<file path="config.mk">
export PLATFORM = sky130hd
export DESIGN_NAME = cache_mem_responder
export DESIGN_NICKNAME = d
export VERILOG_FILES = /design/src/rtl/cache_mem_pkg.sv /design/src/rtl/cache_mem_array.sv /design/src/rtl/cache_mem_responder.sv
export SDC_FILE = /design/constraint.sdc
export NUM_CORES = 2
export LEC_CHECK = 0
export CAP_MARGIN = 20
export CORE_UTILIZATION = 56
export CTS_BUF_LIST = sky130_fd_sc_hd__clkbuf_8 sky130_fd_sc_hd__clkbuf_16
export CTS_CLUSTER_SIZE = 25
export DETAILED_ROUTE_END_ITERATION = 8
export DONT_BUFFER_PORTS = 1
export GPL_ROUTABILITY_DRIVEN = 0
export PLACE_DENSITY = 0.74
export REMOVE_ABC_BUFFERS = 1
export SLEW_MARGIN = 20
export SYNTH_ARGS = -nofsm -noshare
export SYNTH_HDL_FRONTEND = slang
export SYNTH_HIERARCHICAL = 1
export SYNTH_SLANG_ARGS = --single-unit
export TNS_END_PERCENT = 30
</file>
<file path="constraint.sdc">
create_clock -name clk -period 5.1 [get_ports clk]
set_input_delay 1.02 -clock clk [delete_from_list [all_inputs] [get_ports clk]]
set_output_delay 1.02 -clock clk [all_outputs]
set_load 0.02 [all_outputs]
</file>
<file path="src/rtl/cache_mem_pkg.sv">
// cache_mem_pkg
// Types and constants shared by the cache memory responder and its array.
//   state_e         : responder FSM states (IDLE, WAIT, RESP)
//   ADDR_W / DATA_W : byte-addressed 256 x 8 storage
//   LATENCY_DEFAULT : default number of wait cycles before a response
//   UNWRITTEN_XOR   : pattern returned (XOR with address) for never-written bytes
package cache_mem_pkg;

    localparam int ADDR_W          = 8;
    localparam int DATA_W          = 8;
    localparam int LATENCY_DEFAULT = 3;

    localparam logic [DATA_W-1:0] UNWRITTEN_XOR = 8'hFF;

    typedef enum logic [1:0] {
        IDLE = 2'd0,
        WAIT = 2'd1,
        RESP = 2'd2
    } state_e;

    // Read value of a location that has not been written since reset.
    function automatic logic [DATA_W-1:0] unwritten_value(input logic [ADDR_W-1:0] addr);
        return DATA_W'(addr) ^ UNWRITTEN_XOR;
    endfunction

endpackage

</file>
<file path="src/rtl/cache_mem_array.sv">
// cache_mem_array
// 256 x 8 storage with a per-byte "written" bitmap.
//   clk       : clock
//   rst       : synchronous clear of the written bitmap (contents are kept)
//   we_i      : write strobe, updates data and sets the written bit
//   addr_i    : shared read/write address
//   wdata_i   : write data
//   rdata_o   : combinational read of the stored byte
//   written_o : combinational read of the written bit for addr_i
module cache_mem_array
    import cache_mem_pkg::*;
(
    input  logic              clk,
    input  logic              rst,
    input  logic              we_i,
    input  logic [ADDR_W-1:0] addr_i,
    input  logic [DATA_W-1:0] wdata_i,
    output logic [DATA_W-1:0] rdata_o,
    output logic              written_o
);

    localparam int DEPTH = 1 << ADDR_W;

    logic [DATA_W-1:0] mem_q [DEPTH];
    logic [DEPTH-1:0]  written_q;

    // Storage is deliberately not reset; the bitmap alone decides validity.
    always_ff @(posedge clk) begin
        if (we_i) begin
            mem_q[addr_i] <= wdata_i;
        end
    end

    always_ff @(posedge clk) begin
        if (rst) begin
            written_q <= '0;
        end else if (we_i) begin
            written_q[addr_i] <= 1'b1;
        end
    end

    assign rdata_o   = mem_q[addr_i];
    assign written_o = written_q[addr_i];

endmodule

</file>
<file path="src/rtl/cache_mem_responder.sv">
// cache_mem_responder
// Fixed-latency memory responder for a cache controller. One request is
// accepted at a time, held for LATENCY enabled cycles, then answered.
//   clk, rst      : clock, synchronous active-high reset
//   ena           : enable; freezes the wait counter and blocks acceptance
//   req_valid/req_ready, req_we, req_addr, req_wdata : request channel
//   rsp_valid/rsp_ready, rsp_we, rsp_rdata           : response channel
//   busy          : high whenever a transaction is in flight
module cache_mem_responder
    import cache_mem_pkg::*;
#(
    parameter int LATENCY = LATENCY_DEFAULT
) (
    input  logic              clk,
    input  logic              rst,
    input  logic              ena,
    input  logic              req_valid,
    output logic              req_ready,
    input  logic              req_we,
    input  logic [ADDR_W-1:0] req_addr,
    input  logic [DATA_W-1:0] req_wdata,
    output logic              rsp_valid,
    input  logic              rsp_ready,
    output logic              rsp_we,
    output logic [DATA_W-1:0] rsp_rdata,
    output logic              busy
);

    localparam logic [3:0] LAT_CNT  = 4'(LATENCY);
    localparam bit         ZERO_LAT = (LATENCY == 0);

    state_e            state_q;
    logic [3:0]        cnt_q;
    logic              we_q;
    logic [ADDR_W-1:0] addr_q;
    logic [DATA_W-1:0] wdata_q;
    logic              rsp_valid_q;
    logic              rsp_we_q;
    logic [DATA_W-1:0] rsp_rdata_q;

    logic              accept;
    logic              enter_resp;
    logic              cur_we;
    logic [ADDR_W-1:0] cur_addr;
    logic [DATA_W-1:0] cur_wdata;
    logic              mem_we;
    logic [DATA_W-1:0] mem_rdata;
    logic              mem_written;
    logic [DATA_W-1:0] rsp_rdata_d;

    assign req_ready = (state_q == IDLE) && ena && !rst;
    assign busy      = (state_q != IDLE) && !rst;
    assign accept    = req_valid && req_ready;

    // A zero-latency build answers on the acceptance edge, before the request
    // fields have been latched, so the live inputs feed the array then.
    assign cur_we    = (state_q == IDLE) ? req_we    : we_q;
    assign cur_addr  = (state_q == IDLE) ? req_addr  : addr_q;
    assign cur_wdata = (state_q == IDLE) ? req_wdata : wdata_q;

    // Leaving WAIT happens on the edge where the counter steps from 1 to 0.
    assign enter_resp = (accept && ZERO_LAT)
                     || ((state_q == WAIT) && ena && (cnt_q == 4'd1) && !rst);

    // Writes commit only when the response is issued, so a reset during WAIT
    // discards them.
    assign mem_we = enter_resp && cur_we;

    assign rsp_rdata_d = cur_we      ? '0 :
                         mem_written ? mem_rdata :
                                       unwritten_value(cur_addr);

    cache_mem_array u_array (
        .clk       (clk),
        .rst       (rst),
        .we_i      (mem_we),
        .addr_i    (cur_addr),
        .wdata_i   (cur_wdata),
        .rdata_o   (mem_rdata),
        .written_o (mem_written)
    );

    always_ff @(posedge clk) begin
        if (accept) begin
            we_q    <= req_we;
            addr_q  <= req_addr;
            wdata_q <= req_wdata;
        end
    end

    always_ff @(posedge clk) begin
        if (rst) begin
            state_q     <= IDLE;
            cnt_q       <= '0;
            rsp_valid_q <= 1'b0;
            rsp_we_q    <= 1'b0;
            rsp_rdata_q <= '0;
        end else begin
            if (enter_resp) begin
                state_q     <= RESP;
                rsp_valid_q <= 1'b1;
                rsp_we_q    <= cur_we;
                rsp_rdata_q <= rsp_rdata_d;
            end
            case (state_q)
                IDLE: begin
                    if (accept) begin
                        cnt_q <= LAT_CNT;
                        if (!ZERO_LAT) begin
                            state_q <= WAIT;
                        end
                    end
                end
                WAIT: begin
                    if (ena) begin
                        cnt_q <= cnt_q - 4'd1;
                    end
                end
                RESP: begin
                    if (rsp_ready) begin
                        state_q     <= IDLE;
                        rsp_valid_q <= 1'b0;
                    end
                end
                default: state_q <= IDLE;
            endcase
        end
    end

    assign rsp_valid = rsp_valid_q;
    assign rsp_we    = rsp_we_q;
    assign rsp_rdata = rsp_rdata_q;

endmodule

</file>
[After elaboration in Yosys (flattened, before gate mapping)]
Memory sizes are Yosys's and may differ from the RTL's.
Index checks and enable logic that the tools add are counted.
Word-level totals
  logic and storage cells: 55
  output and inout port bits: 12
  input bits: 22
  bits in writable memories: 2048
  register bits: 289
  memories kept: 1
Cells by class
  $lt $le $gt $ge: 2
  equality and inequality tests: 5
  reductions and logical operators: 14
  muxes and demuxes: 21
  bitwise logic cells: 2
  add/subtract/negate cells: 1
Memories
  u_array.mem_q: words 256, bits a word 8, rd ports 1, clocked after memory_dff 0, wr ports 1, RTL line cache_mem_array.sv:24  | logic [DATA_W-1:0] mem_q [DEPTH];
Operator list (count)
  $or 256x256->256: 1
  $mux 8: 4
  $logic_and 1x1->1: 9
  $lt 8x9->1 const B: 1
  $bmux 1 s8: 1
  $demux 1 s8: 1
  $ge 8x1->1 const B: 1
  $mux 1: 8
  $mux 4: 2
  $not 8->8: 1
  $pmux 4 s2: 1
  $mux 2: 3
  $pmux 2 s3: 1
  $eq 4x1->1 const B: 1
  $ne 2x2->1 const B: 2
  $reduce_bool 2->1: 2
  $sub 4x1->4 const B: 1
  $reduce_and 3->1: 1
  $eq 2x1->1 const B: 1
  $eq 2x2->1 const B: 1
  $logic_not 2->1: 1
  $logic_not 1->1: 1

[Logic depth before layout (Yosys ltp)]
  depth after elaboration: 7
  gate-level depth with buffers: 18
  gate-level depth less buffers: 9

[Cells and area by module]
Netlist, hierarchy kept.
By module, submodules not included
  cache_mem_array: cells each 4465, instances 1, sequential area each 66623.9 um2, area an instance 87720.4 um2
  cache_mem_responder: cells each 142, instances 1, sequential area each 830.8 um2, area an instance 1689.1 um2

[Worst setup path before layout]
OpenSTA, ideal clock, no wires.
  path kind: register to register
  from: register state_q[0]
  to: register rsp_rdata_q[5] (netlist: rsp_rdata[5])
  setup time: 0.103 ns
  data required time: 4.997 ns
  setup slack: 1.043 ns
  clock period less this slack: 4.057 ns
  arrival: 3.954 ns
  stages on the path, launching flop included: 18
  path buffers: 8
  path through: dfxtp_1 -> buf_2 -> nor2_1 -> buf_4 -> buf_2 -> a21o_1 -> buf_2 -> clkbuf_1 -> buf_1 -> mux4_2 -> a22oi_1 -> a21oi_1 -> o41ai_1 -> nand4_1 -> clkbuf_1 -> clkbuf_1 -> a211o_1 -> a2111oi_2
Between the ends
  cells in the longest elaborated chain, start to end: 6
  elaborated cells between the ends (all ways): 13
  those cells by class: eq/ne (1); mux (6); bitwise (1); reduce/logical (4); memory (1)
RTL lines
  from (decl): RTL line cache_mem_responder.sv:32  | state_e state_q;
  from (signal assigned): RTL line cache_mem_responder.sv:93  | state_q <= IDLE;
  from (signal assigned): RTL line cache_mem_responder.sv:100  | state_q <= RESP;
  from (signal assigned): RTL line cache_mem_responder.sv:110  | state_q <= WAIT;
  $logic_not 2->1: RTL line cache_mem_responder.sv:58  | assign cur_addr = (state_q == IDLE) ? req_addr : addr_q;
  $mux 8: RTL line cache_mem_responder.sv:58
  net cur_addr[1]: RTL line cache_mem_responder.sv:44  | logic [ADDR_W-1:0] cur_addr;
  $bmux 1 s8: RTL line cache_mem_array.sv:43  | assign written_o = written_q[addr_i];
  $mux 1 (not written as such): RTL line cache_mem_array.sv:43
  net mem_written: RTL line cache_mem_responder.sv:48  | logic mem_written;
  $mux 8: RTL line cache_mem_responder.sv:70  | mem_written ? mem_rdata :
  $mux 8: RTL line cache_mem_responder.sv:69  | assign rsp_rdata_d = cur_we ? '0 :
  to (signal assigned): RTL line cache_mem_responder.sv:103  | rsp_rdata_q <= rsp_rdata_d;
  to (decl): RTL line cache_mem_responder.sv:39  | logic [DATA_W-1:0] rsp_rdata_q;
The timed path passes the listed nets, and every way through them passes these cells. The select of a mux whose other input is x is not followed.
A chain may end at the register's enable or synchronous reset.

[Worst setup path in the final report]
  from: register state_q[0]
  to: register rsp_rdata_q[2] (netlist: rsp_rdata[2])
Between the ends
  elaborated cells between the ends (all ways): 13
  those cells by class: eq/ne (1); mux (6); bitwise (1); reduce/logical (4); memory (1)
RTL lines
  $logic_not 2->1: RTL line cache_mem_responder.sv:58
  $mux 8: RTL line cache_mem_responder.sv:58
  net cur_addr[1]: RTL line cache_mem_responder.sv:44
  $mem_v2 256x8
  net mem_rdata[2]: RTL line cache_mem_responder.sv:47  | logic [DATA_W-1:0] mem_rdata;
  $mux 8: RTL line cache_mem_responder.sv:70
  $mux 8: RTL line cache_mem_responder.sv:69
The timed path passes the listed nets, and every way through them passes these cells. The select of a mux whose other input is x is not followed.

==> insert_results.sql <==
INSERT INTO impl_metrics (metric_group, metric, value, unit) VALUES
('grt', 'grt_first_pass_wirelength', '323000', 'um'),
('power', 'leakage', '32.1', 'nW'),
('clocking', 'clock-sinks', '2337', ''),
('hold_path', 'holdCritPathClass', 'in2reg', ''),
('timing', 'hold_vio_cnt_final', '0', ''),
('hold_path', 'hp-start', 'req_addr[6]', ''),
('route', 'number_of_violations_reported_at_the_end_of_detailed_routing_iteration_0', '6550', ''),
('floorplan', 'floorplan.die.width', '402', 'um'),
('clocking', 'cts_tree', 'done', ''),
('route', 'routed_wire_length_per_instance', '31.1', 'um'),
('outcome', 'run_status', 'completed', ''),
('grt', 'grt-ovfl-total', '0', ''),
('yosys', 'post_synthesis_cells', '4607', ''),
('worst_setup_path', 'worst-path-max-fanout', '40', ''),
('yosys', 'synthMostInstantiatedCell', 'edfxtp_1', ''),
('yosys', 'yosysWarnings', '6', ''),
('yosys', 'post_synth.cell_area_avg', '19.4', 'sq um'),
('grt', 'via_count_of_the_first_global_routing_pass', '47000', ''),
('yosys', 'ys_ff_latch', '2337', ''),
('grt', 'pin_count_of_the_biggest_net_entering_global_routing', '276', ''),
('timing', 'fin_worst_skew', '0.0345', 'ns'),
('timing', 'drv_slew', '0', ''),
('layout', 'ratio_of_cells_with_drive_above_1_in_the_final_layout', '26.3', '%'),
('clocking', 'clock-root-buffer', 'clkbuf_16', ''),
('worst_setup_path', 'worst_setup_path_startpoint', 'state_q[0]', ''),
('clocking', 'clock_tree.htree_level_count', '4', ''),
('timing', 'final.min_clock_period', '4.93', 'ns'),
('layout', 'nNetsFinal', '4895', ''),
('yosys', 'post_synth_most_frequent_cells', 'edfxtp_1 (2065), nor2_1 (627), mux4_2 (576)', ''),
('worst_setup_path', 'timing.rr.start', 'state_q[0]', ''),
('floorplan', 'fp-row-count', '146', ''),
('worst_setup_path', 'worst-endpoint-required', '5.81', 'ns'),
('worst_setup_path', 'critPathCaptureType', 'flop', ''),
('yosys', 'ys_seq_area_share', '75.4', '%'),
('yosys', 'synth-edff-count', '2065', ''),
('layout', 'fill_cells', '10100', ''),
('timing', 'tightestPinTransition', '1.10', 'ns'),
('power', 'power.ir.vdd_worst', '340', 'uV'),
('layout', 'finish.instance_area', '101000', 'sq um'),
('floorplan', 'num_io_pins', '34', ''),
('yosys', 'synth.top_cells.by_area', 'edfxtp_1 (69%), mux4_2 (15%), dfxtp_1 (6.1%)', ''),
('worst_setup_path', 'start_kind', 'flop', ''),
('grt', 'grt_usage', '27.6', '%'),
('power', 'total_power', '0.0401', 'W'),
('yosys', 'synth_cell_type_count', '45', ''),
('worst_setup_path', 'path_class', 'reg2reg', ''),
('clocking', 'cts_buffer_depth', '3', ''),
('route', 'vias', '47000', ''),
('timing', 'fmax', '203', 'MHz'),
('place', 'port-buffer-count', '0', ''),
('yosys', 'cell_type_with_the_largest_total_area_after_synthesis', 'edfxtp_1', ''),
('place', 'detailed_place.area', '93800', 'sq um'),
('layout', 'final_core_utilization', '63.9', '%'),
('timing', 'slew-limit-headroom', '26.3', '%'),
('route', 'detail-route-antenna-nets', '0', ''),
('floorplan', 'dieHeight', '402', 'um'),
('yosys', 'synth_top_cell_area_share', '69.4', '%'),
('floorplan', 'placeableCoreArea', '158000', 'sq um'),
('yosys', 'synthFlopType', 'edfxtp_1', ''),
('worst_setup_path', 'cp_data_arrival_time', '5.64', 'ns'),
('timing', 'period_share', '96.7', '%'),
('layout', 'syn_to_layout_area_delta', '13.2', '%'),
('power', 'power_density', '396', 'nW/um^2'),
('route', 'route.detailed.drc', '0', ''),
('route', 'final_wirelength', '221000', 'um'),
('timing', 'timing.final.setup_violations', '0', ''),
('yosys', 'synth.cell_area', '89400', 'sq um'),
('clocking', 'number_of_buffers_created_by_cts', '217', ''),
('yosys', 'async_reset_ff_share', '0', '%'),
('flow_run', 'drv_cap', '0', ''),
('clocking', 'worst_skew_pair.late_latency', '0.85', 'ns'),
('floorplan', 'total_die_area', '161000', 'sq um'),
('grt', 'grt_antenna_before_repair', '11', ''),
('route', 'vias_per_cell', '6.60', ''),
('place', 'dp_hpwl', '131000', 'um'),
('route', 'drt_first_pass_iters', '6', ''),
('floorplan', 'start_util', '56.5', '%'),
('timing', 'rsz_0062_raised_after_global_routing', 'false', ''),
('clocking', 'clkSlewWorstSetupHoldPaths', '0.06', 'ns');
## logic make-up (layout without fill, tap and decap cells)
kind of cell | after synthesis | count (layout) | synth area share, %
AO/OA/AOI/OAI | 623 | 623 | 4.90
XOR/XNOR | 1 | 1 | 0.00980
adder cells (fa/ha/maj) | 2 | 2 | 0.0280
buffers and inverters | 309 | 758 | 1.63
flip-flops | 2337 | 2337 | 75.4
multiplexers | 584 | 584 | 14.6
other | 0 | 2 | 0
AND/OR/NAND/NOR | 751 | 751 | 3.38
## stage by stage
step | hold WS, ns | setup TNS, ns | cells | worst slack, ns
floorplan | 0.431 | - | 4302 | -22.81
global placement | 0.444 | -0.259 | 6721 | -0.113
detailed placement | 0.455 | -0.362 | 6721 | -0.179
CTS | 0.219 | 0 | 7125 | 0.00476
global route | 0.237 | 0 | 7130 | 0.0453
finish | 0.259 | 0 | 7130 | 0.169
## flip-flops by register name, summed over array words and instances (netlist names)
name	count
addr_q	8
cnt_q	4
rsp_rdata	8
rsp_valid	1
rsp_we	1
state_q	2
u_array/mem_q	2048
u_array/written_q	256
wdata_q	8
we_q	1
## layer usage
layer  wire, um  track usage (%)
met1      83100             38.7
met2     103000             41.7
met3      26200             7.23
met4       8840             11.0
met5        150                0
## final timing paths
check | end | slack (ns) | cells after the start
max reg2reg | rsp_rdata[2] | 0.17 | 12
min reg2reg | u_array/written_q[189] | 0.47 | 2
min | addr_q[6] | 0.26 | 0
max | rsp_rdata[2] | 0.17 | 12
## worst max-delay path, stage by stage, from the launching register on
cell       delay [ns]
dfxtp_1          0.47
nor2_4           0.45
a21o_4           0.70
buf_12           0.35
buf_4            0.35
mux4_2           0.35
a22oi_1          0.33
a21oi_1          0.18
o41ai_1          0.78
buf_4            0.27
nand4_1          0.09
a211oi_1         0.32
a2111oi_2        0.11
## where the power goes
group	leakage (nW)	internal (W)	switching, W
combinational	7.60	0.00103	0.00174
clock	3.75	0.00945	0.00689
sequential	20.7	0.0209	0.00000686
total	32.1	0.0314	0.00864
## final cells by class
| class | count | area, sq um | share of cell area, % |
|---|---|---|---|
| flip-flops and latches | 2337 | 67500 | 66.6 |
| inverters | 4 | 15.0 | 0.0148 |
| well taps | 2072 | 2590 | 2.56 |
| repair buffers | 350 | 3160 | 3.12 |
| clock buffers | 242 | 5820 | 5.75 |
| clock inverters | 162 | 1440 | 1.42 |
| diodes | 2 | 5.00 | 0.00494 |
| multi-input cells | 1961 | 20800 | 20.5 |
## what timing repair did
action | CTS | global route
setup endpoints to repair | 3 | 8
pin swaps | 0 | 1
endpoints found under the hold margin | 0 | 0
gates cloned | 0 | 0
gates resized for setup | 3 | 4
hold buffers | 0 | 0
setup buffers | 0 | 0
## placed cells by master, fill, tap and decap left out, types with 40 or more instances in the layout
cell | Yosys | layout
dfxtp_1 | 272 | 272
clkinv_1 | 0 | 41
a21oi_1 | 210 | 210
edfxtp_1 | 2065 | 2065
a22oi_1 | 288 | 288
o21ba_2 | 40 | 40
inv_1 | 4 | 50
mux4_2 | 576 | 576
nor2_1 | 627 | 620
clkbuf_16 | 0 | 221
buf_4 | 12 | 309
Note: power is estimated with default switching activity, not from simulation.
